<file path="src/rtl/alu_rr_scheduler_if.sv">
// alu_rr_scheduler_if
//   Bundles every handshake and bus signal around the round-robin ALU
//   scheduler: two command channels, the ALU issue/result path and the
//   response channel.
//
//   Signals:
//     req0_* / req1_*  command channels (valid, ready, a, b, fun)
//     alu_a/b/fun      operands and function code sent to the ALU
//     alu_en           one-cycle issue pulse to the ALU
//     alu_out/flag     registered ALU result and its valid flag
//     rsp_*            response channel (valid, ready, id, data, err)
//
//   Modports:
//     master  the scheduler's view (drives ready, ALU controls, responses)
//     slave   the surroundings' view (requesters, ALU, response consumer)

interface alu_rr_scheduler_if #(
  parameter int DATA_WIDTH = 16,
  parameter int FUN_WIDTH  = 4
);
  logic                  req0_valid;
  logic                  req0_ready;
  logic [DATA_WIDTH-1:0] req0_a;
  logic [DATA_WIDTH-1:0] req0_b;
  logic [FUN_WIDTH-1:0]  req0_fun;

  logic                  req1_valid;
  logic                  req1_ready;
  logic [DATA_WIDTH-1:0] req1_a;
  logic [DATA_WIDTH-1:0] req1_b;
  logic [FUN_WIDTH-1:0]  req1_fun;

  logic [DATA_WIDTH-1:0] alu_a;
  logic [DATA_WIDTH-1:0] alu_b;
  logic [FUN_WIDTH-1:0]  alu_fun;
  logic                  alu_en;
  logic [DATA_WIDTH-1:0] alu_out;
  logic                  alu_flag;

  logic                  rsp_valid;
  logic                  rsp_ready;
  logic                  rsp_id;
  logic [DATA_WIDTH-1:0] rsp_data;
  logic                  rsp_err;

  modport master (
    input  req0_valid, req0_a, req0_b, req0_fun,
    output req0_ready,
    input  req1_valid, req1_a, req1_b, req1_fun,
    output req1_ready,
    output alu_a, alu_b, alu_fun, alu_en,
    input  alu_out, alu_flag,
    output rsp_valid, rsp_id, rsp_data, rsp_err,
    input  rsp_ready
  );

  modport slave (
    output req0_valid, req0_a, req0_b, req0_fun,
    input  req0_ready,
    output req1_valid, req1_a, req1_b, req1_fun,
    input  req1_ready,
    input  alu_a, alu_b, alu_fun, alu_en,
    output alu_out, alu_flag,
    input  rsp_valid, rsp_id, rsp_data, rsp_err,
    output rsp_ready
  );
endinterface

</file>
<file path="src/rtl/alu_rr_scheduler.sv">
// alu_rr_scheduler
//   Shares one registered ALU between two requesters in round-robin order.
//   A command is accepted in IDLE, issued with a one-cycle alu_en pulse,
//   the scheduler then waits for alu_flag (or times out after LAT_MAX wait
//   cycles) and finally holds the response until the consumer takes it.
//   At most one operation is in flight.
//
//   Ports:
//     clk        rising-edge clock
//     rst        synchronous active-high reset
//     bus        alu_rr_scheduler_if.master (command, ALU and response buses)
//   Optional (macro ALU_SCHED_STATS_EN defined):
//     stat_ops0  16-bit saturating count of responses handed off for id 0
//     stat_ops1  16-bit saturating count of responses handed off for id 1
//     stat_tmo   8-bit saturating count of handed-off timeout responses
//
//   Parameters: DATA_WIDTH (operand/result width), FUN_WIDTH (function code
//   width), LAT_MAX (wait cycles before timeout, at least 1).

module alu_rr_scheduler #(
  parameter int DATA_WIDTH = 16,
  parameter int FUN_WIDTH  = 4,
  parameter int LAT_MAX    = 4
) (
  input  logic                  clk,
  input  logic                  rst,
  alu_rr_scheduler_if.master    bus
`ifdef ALU_SCHED_STATS_EN
  ,
  output logic [15:0]           stat_ops0,
  output logic [15:0]           stat_ops1,
  output logic [7:0]            stat_tmo
`endif
);

  localparam int CNT_W = (LAT_MAX > 1) ? $clog2(LAT_MAX) : 1;
  localparam logic [CNT_W-1:0] CNT_LAST = CNT_W'(LAT_MAX - 1);

  typedef enum logic [1:0] {
    ST_IDLE,
    ST_ISSUE,
    ST_WAIT,
    ST_RESP
  } state_t;

  state_t                state;
  state_t                next_state;
  logic                  rr_ptr;
  logic [CNT_W-1:0]      wait_cnt;

  logic [DATA_WIDTH-1:0] cap_a;
  logic [DATA_WIDTH-1:0] cap_b;
  logic [FUN_WIDTH-1:0]  cap_fun;
  logic                  cap_id;

  logic                  rsp_id;
  logic [DATA_WIDTH-1:0] rsp_data;
  logic                  rsp_err;

  logic [1:0]            req_valid;
  logic                  grant_ok;
  logic                  grant_id;
  logic                  ready0;
  logic                  ready1;
  logic                  alu_en;
  logic                  rsp_valid;

  assign req_valid = {bus.req1_valid, bus.req0_valid};

  // State register.
  always_ff @(posedge clk) begin
    if (rst) begin
      state <= ST_IDLE;
    end else begin
      state <= next_state;
    end
  end

  // Next-state and handshake decode. The pointer's requester wins a tie;
  // otherwise whichever side is valid is served. Ready, issue and response
  // strobes are held low while rst is asserted so nothing leaks out of reset.
  always_comb begin
    next_state = state;
    grant_ok   = 1'b0;
    grant_id   = rr_ptr;
    ready0     = 1'b0;
    ready1     = 1'b0;
    alu_en     = 1'b0;
    rsp_valid  = 1'b0;
    case (state)
      ST_IDLE: begin
        if (req_valid[rr_ptr]) begin
          grant_ok = 1'b1;
          grant_id = rr_ptr;
        end else if (req_valid[~rr_ptr]) begin
          grant_ok = 1'b1;
          grant_id = ~rr_ptr;
        end
        ready0 = grant_ok && !grant_id && !rst;
        ready1 = grant_ok && grant_id && !rst;
        if (grant_ok) begin
          next_state = ST_ISSUE;
        end
      end
      ST_ISSUE: begin
        alu_en     = !rst;
        next_state = ST_WAIT;
      end
      ST_WAIT: begin
        if (bus.alu_flag || (wait_cnt == CNT_LAST)) begin
          next_state = ST_RESP;
        end
      end
      ST_RESP: begin
        rsp_valid = !rst;
        if (bus.rsp_ready) begin
          next_state = ST_IDLE;
        end
      end
      default: next_state = ST_IDLE;
    endcase
  end

  // Datapath: capture the granted command, run the wait counter and load the
  // response. A flag in the same cycle as the timeout takes priority.
  always_ff @(posedge clk) begin
    if (rst) begin
      rr_ptr   <= 1'b0;
      wait_cnt <= '0;
      cap_a    <= '0;
      cap_b    <= '0;
      cap_fun  <= '0;
      cap_id   <= 1'b0;
      rsp_id   <= 1'b0;
      rsp_data <= '0;
      rsp_err  <= 1'b0;
    end else begin
      case (state)
        ST_IDLE: begin
          if (grant_ok) begin
            cap_a   <= grant_id ? bus.req1_a   : bus.req0_a;
            cap_b   <= grant_id ? bus.req1_b   : bus.req0_b;
            cap_fun <= grant_id ? bus.req1_fun : bus.req0_fun;
            cap_id  <= grant_id;
            rr_ptr  <= ~grant_id;
          end
        end
        ST_ISSUE: begin
          wait_cnt <= '0;
        end
        ST_WAIT: begin
          if (bus.alu_flag) begin
            rsp_data <= bus.alu_out;
            rsp_err  <= 1'b0;
            rsp_id   <= cap_id;
          end else if (wait_cnt == CNT_LAST) begin
            rsp_data <= '0;
            rsp_err  <= 1'b1;
            rsp_id   <= cap_id;
          end else begin
            wait_cnt <= wait_cnt + CNT_W'(1);
          end
        end
        default: ;
      endcase
    end
  end

  assign bus.req0_ready = ready0;
  assign bus.req1_ready = ready1;
  assign bus.alu_a      = cap_a;
  assign bus.alu_b      = cap_b;
  assign bus.alu_fun    = cap_fun;
  assign bus.alu_en     = alu_en;
  assign bus.rsp_valid  = rsp_valid;
  assign bus.rsp_id     = rsp_id;
  assign bus.rsp_data   = rsp_data;
  assign bus.rsp_err    = rsp_err;

`ifdef ALU_SCHED_STATS_EN
  logic handoff;

  assign handoff = rsp_valid && bus.rsp_ready;

  // Saturating statistics, counted only when a response is actually taken.
  always_ff @(posedge clk) begin
    if (rst) begin
      stat_ops0 <= '0;
      stat_ops1 <= '0;
      stat_tmo  <= '0;
    end else if (handoff) begin
      if (!rsp_id && (stat_ops0 != '1)) begin
        stat_ops0 <= stat_ops0 + 16'd1;
      end
      if (rsp_id && (stat_ops1 != '1)) begin
        stat_ops1 <= stat_ops1 + 16'd1;
      end
      if (rsp_err && (stat_tmo != '1)) begin
        stat_tmo <= stat_tmo + 8'd1;
      end
    end
  end
`endif

endmodule

</file>
<file path="src/flat_wrapper.sv">
// flat-port wrapper written by rule: the top's interface ports become plain ports
module alu_rr_scheduler_flat 
#(
  parameter int DATA_WIDTH = 16,
  parameter int FUN_WIDTH  = 4,
  parameter int LAT_MAX    = 4
)
  (clk, rst, bus_req0_valid, bus_req0_a, bus_req0_b, bus_req0_fun, bus_req0_ready, bus_req1_valid, bus_req1_a, bus_req1_b, bus_req1_fun, bus_req1_ready, bus_alu_a, bus_alu_b, bus_alu_fun, bus_alu_en, bus_alu_out, bus_alu_flag, bus_rsp_valid, bus_rsp_id, bus_rsp_data, bus_rsp_err, bus_rsp_ready);
  alu_rr_scheduler_if #(.DATA_WIDTH(DATA_WIDTH), .FUN_WIDTH(FUN_WIDTH)) bus_i ();
  input  logic clk;
  input  logic rst;
  input wire logic [$bits(bus_i.req0_valid)-1:0] bus_req0_valid;
  input wire logic [$bits(bus_i.req0_a)-1:0] bus_req0_a;
  input wire logic [$bits(bus_i.req0_b)-1:0] bus_req0_b;
  input wire logic [$bits(bus_i.req0_fun)-1:0] bus_req0_fun;
  output wire logic [$bits(bus_i.req0_ready)-1:0] bus_req0_ready;
  input wire logic [$bits(bus_i.req1_valid)-1:0] bus_req1_valid;
  input wire logic [$bits(bus_i.req1_a)-1:0] bus_req1_a;
  input wire logic [$bits(bus_i.req1_b)-1:0] bus_req1_b;
  input wire logic [$bits(bus_i.req1_fun)-1:0] bus_req1_fun;
  output wire logic [$bits(bus_i.req1_ready)-1:0] bus_req1_ready;
  output wire logic [$bits(bus_i.alu_a)-1:0] bus_alu_a;
  output wire logic [$bits(bus_i.alu_b)-1:0] bus_alu_b;
  output wire logic [$bits(bus_i.alu_fun)-1:0] bus_alu_fun;
  output wire logic [$bits(bus_i.alu_en)-1:0] bus_alu_en;
  input wire logic [$bits(bus_i.alu_out)-1:0] bus_alu_out;
  input wire logic [$bits(bus_i.alu_flag)-1:0] bus_alu_flag;
  output wire logic [$bits(bus_i.rsp_valid)-1:0] bus_rsp_valid;
  output wire logic [$bits(bus_i.rsp_id)-1:0] bus_rsp_id;
  output wire logic [$bits(bus_i.rsp_data)-1:0] bus_rsp_data;
  output wire logic [$bits(bus_i.rsp_err)-1:0] bus_rsp_err;
  input wire logic [$bits(bus_i.rsp_ready)-1:0] bus_rsp_ready;
  assign bus_i.req0_valid = bus_req0_valid;
  assign bus_i.req0_a = bus_req0_a;
  assign bus_i.req0_b = bus_req0_b;
  assign bus_i.req0_fun = bus_req0_fun;
  assign bus_req0_ready = bus_i.req0_ready;
  assign bus_i.req1_valid = bus_req1_valid;
  assign bus_i.req1_a = bus_req1_a;
  assign bus_i.req1_b = bus_req1_b;
  assign bus_i.req1_fun = bus_req1_fun;
  assign bus_req1_ready = bus_i.req1_ready;
  assign bus_alu_a = bus_i.alu_a;
  assign bus_alu_b = bus_i.alu_b;
  assign bus_alu_fun = bus_i.alu_fun;
  assign bus_alu_en = bus_i.alu_en;
  assign bus_i.alu_out = bus_alu_out;
  assign bus_i.alu_flag = bus_alu_flag;
  assign bus_rsp_valid = bus_i.rsp_valid;
  assign bus_rsp_id = bus_i.rsp_id;
  assign bus_rsp_data = bus_i.rsp_data;
  assign bus_rsp_err = bus_i.rsp_err;
  assign bus_i.rsp_ready = bus_rsp_ready;
  alu_rr_scheduler #(.DATA_WIDTH(DATA_WIDTH), .FUN_WIDTH(FUN_WIDTH), .LAT_MAX(LAT_MAX)) u_core (.clk(clk), .rst(rst), .bus(bus_i));
endmodule
</file>
<file path="config.mk">
export PLATFORM = sky130hd
export DESIGN_NAME = alu_rr_scheduler_flat
export DESIGN_NICKNAME = d
export VERILOG_FILES = /design/src/rtl/alu_rr_scheduler_if.sv /design/src/rtl/alu_rr_scheduler.sv /design/src/flat_wrapper.sv
export SDC_FILE = /design/constraint.sdc
export NUM_CORES = 1
export LEC_CHECK = 0
export CAP_MARGIN = 15
export CORE_ASPECT_RATIO = 0.6
export CORE_UTILIZATION = 33
export DETAILED_ROUTE_END_ITERATION = 6
export PLACE_DENSITY = 0.76
export SYNTH_ARGS = -nofsm -noshare
export SYNTH_HDL_FRONTEND = slang
export SYNTH_SLANG_ARGS = --single-unit
</file>
<file path="constraint.sdc">
create_clock -name clk -period 1.5 [get_ports clk]
set_input_delay 0.225 -clock clk [delete_from_list [all_inputs] [get_ports clk]]
set_output_delay 0.225 -clock clk [all_outputs]
set_load 0.005 [all_outputs]
</file>
==> qor.txt <==
==========================================================================================
Outcome                                                                       complete, but fails checks
Violated checks                                                               negative setup slack
Fraction of registers with async set or reset after synthesis                            0
Count of routing violations after the opening detailed-route iteration                 161
Mean cell area of the mapped netlist                                            10.3 sq um
Routed via count divided by cell count                                                5.35
First-pass GRT wire length                                                       13,500 um
Sink Count                                                                              60
Clock edge transition at the registers on the reported setup and hold paths        0.05 ns
Vias                                                                                 2,724
Final critical-path required period                                                1.51 ns
Weighted congestion reported at the end of routability-driven placement              0.778
Pre-CTS worst setup slack                                                        -0.482 ns
Antenna violations before repair                                                         0
Clk_skew                                                                        0.00566 ns
Root buffer selected by CTS                                                   sky130_fd_sc_hd__clkbuf_16
Highest clock rate                                                                 661 MHz
IO Pins                                                                                152
Final core utilization                                                               0.671
Placed inst area                                                                4160 sq um
Post-Syn Nets                                                                          337
Most common cell after layout, fill and taps aside                            sky130_fd_sc_hd__clkdlybuf4s50_1
Worst hold margin                                                                 0.328 ns
Total wire length after detailed routing                                           8830 um
Measured slew at the worst slew-check pin                                         0.391 ns
Count of inserted antenna diode cells                                                    0
Share of the yosys chip area belonging to registers                                  0.489
Number of levels in the clock H-tree                                                     3
Leakage Power                                                                      1.69 nW
Number of pins exceeding their max-slew limit in the final report                        0
Area added between synthesis and finish                                              89.2%
Average detailed-routed wire length per instance                                   17.3 um
Synthesis-stage register bit count                                                      60
Placed cell count                                                                      486
Number of buffers on the longest clock path                                              2
Starting Density                                                                     0.355
Sum of negative setup slack                                                     -0.0156 ns
Maximum number of pins on one net before global-route repair                            39
Top cell type by total area after synthesis                                   sky130_fd_sc_hd__dfxtp_1
Top Layer Used                                                                        met4
Crit path setup slack, layout                                                   -0.0134 ns
Kind of launch point of the worst setup path                                     flip-flop
Count of cell types in the netlist                                                      27
Drc violations                                                                           0
Length of routed wiring on met1                                                    4120 um
Kind of end point of the critical path                                        primary output
Commonest cells after routing, fill and taps aside                            145 x sky130_fd_sc_hd__clkdlybuf4s50_1, 58 x sky130_fd_sc_hd__dfxtp_1, 37 x sky130_fd_sc_hd__a32oi_1, 36 x sky130_fd_sc_hd__o2bb2ai_1, 23 x sky130_fd_sc_hd__buf_4
Worst supply voltage drop on vdd                                                0.000771 V
Filler Cell Count                                                                      568
GR Overflow Total                                                                        0
Die height                                                                         68.9 um
Worst EP arrival                                                                   1.29 ns
TritonCTS buffer count                                                                   9
Cell count after synthesis                                                             238
Final critical-path share of the clock period                                         1.01
Sum of met3 wire segment lengths after detailed routing                             691 um
HPWL reported at the end of detailed placement                                     5750 um
Die width                                                                           113 um
Netlist area before placement                                                   2460 sq um
Area of the die                                                                 7810 sq um
Cell row count                                                                          23
Global router's overall resource usage                                               0.229
Final Power                                                                        6.95 mW
Cell Count, Final, Fillers Out                                                         509
# nets final                                                                           504
Met2 wirelength from detailed routing                                              3910 um
CP max FO                                                                                3
Pwr Density                                                                   1490 nW/um^2
Hold Path Class                                                               input pin to flip-flop
TritonCTS clock tree                                                                   yes
Fraction of layout cells with a size suffix above 1                                  0.166
RSZ-0062 raised after global routing                                                  true
Core box area                                                                   6940 sq um
Via count of the first global-routing pass                                           2,668
Yosys top cell area share                                                            0.489
Final design area excluding fillers                                             4650 sq um
Number of input and output port buffers inserted                                       151
Count of final setup violators                                                           2
Synth warn                                                                               0
Worst slew margin                                                                    0.739
EDFF count, synth                                                                        0
Clock latency reported for the late side of the worst-skew pair                    0.32 ns
Top flip-flop cell by instance count after synthesis                          sky130_fd_sc_hd__dfxtp_1
Hold Violations, Final                                                                   0
Count of antenna-violating nets left after detailed routing                              0
Required time of the worst setup path                                              1.27 ns
First-pass detailed-route iteration total                                                5
Class of the most critical setup path                                         flip-flop to primary output
Max-Cap Viols                                                                            0
Biggest area contributors in the synthesized netlist                          sky130_fd_sc_hd__dfxtp_1 49%, sky130_fd_sc_hd__a32oi_1 13%, sky130_fd_sc_hd__o2bb2ai_1 13%
==========================================================================================
[where the power goes]
part / switching [mW] / internal, mW / leakage, nW
Clock: 0.656 / 1.41 / 0.149
Sequential: 0.202 / 1.96 / 0.492
Combinational: 1.22 / 1.50 / 1.05
Total: 2.08 / 4.87 / 1.69
[Yosys cell counts (all sizes together), types with 4 or more instances]
library cell / instances
a21oi: 6
ha: 5
o2bb2ai: 36
nand2b: 6
buf: 22
dfxtp: 60
nand2: 5
a32oi: 37
clkbuf: 4
nor2: 22
a22oi: 16
[area by class of cell]
| type | count | area, sq um | area share |
|---|---|---|---|
| clock buffers | 14 | 274 | 0.0589 |
| clock inverters | 1 | 30.0 | 0.00646 |
| inverters | 3 | 11.3 | 0.00242 |
| multi-input cells | 151 | 1230 | 0.265 |
| flip-flops and latches | 60 | 1200 | 0.259 |
| well taps | 100 | 125 | 0.0269 |
| repair buffers | 180 | 1770 | 0.381 |
[what timing repair did]
action	4_1_cts	5_1_grt
hold buffers	0	0
pin swaps	4	3
gates resized for setup	30	18
cloned	1	3
setup endpoints to repair	59	48
setup buffers	5	0
[flip-flops by register name, indices dropped and copies added (netlist names)]
signal	cells
u_core.bus.rsp_data	16
u_core.wait_cnt	2
u_core.state	2
u_core.bus.rsp_id	1
u_core.bus.alu_a	16
u_core.cap_id	1
u_core.rr_ptr	1
u_core.bus.rsp_err	1
u_core.bus.alu_b	16
u_core.bus.alu_fun	4
[kinds of logic (layout without fill, tap and decap cells)]
kind of cell / count (synthesis) / count (layout) / share of synthesized area
AOI/OAI and AO/OA: 105 / 105 / 0.354
DFF: 60 / 60 / 0.489
adders and majority gates: 5 / 5 / 0.0254
muxes: 1 / 1 / 0.00407
buffers and inverters: 29 / 198 / 0.0555
and+or+nand+nor: 38 / 40 / 0.0723
[path summary, 6_finish.rpt]
check / startpoint / endpoint / slack [ns] / cells past startpoint
worst max-delay path: u_core.state[0]$_SDFFE_PP0P_ / bus_req1_ready / -0.01 / 6
worst min-delay path: bus_req0_valid / u_core.cap_id$_SDFFE_PP0P_ / 0.33 / 4
worst max register to register: u_core.state[0]$_SDFFE_PP0P_ / u_core.bus.rsp_data[9]$_SDFFE_PP0P_ / 0.07 / 7
worst min register to register: u_core.bus.alu_b[4]$_SDFFE_PP0P_ / u_core.bus.alu_b[4]$_SDFFE_PP0P_ / 0.46 / 1
[worst max-delay path, stage by stage (launching register included)]
cell,delay [ns]
sky130_fd_sc_hd__dfxtp_2,0.32
sky130_fd_sc_hd__inv_2,0.07
sky130_fd_sc_hd__ha_4,0.16
sky130_fd_sc_hd__buf_4,0.13
sky130_fd_sc_hd__nand2b_4,0.05
sky130_fd_sc_hd__nor2_2,0.10
sky130_fd_sc_hd__buf_2,0.13
[metal layers]
metal,GRT usage,vias to the layer above
li1,-,1280
met1,0.289,1319
met2,0.365,113
met3,0.0813,12
met4,0.0822,0
met5,0,-
Note: power is estimated with default switching activity, not from simulation.
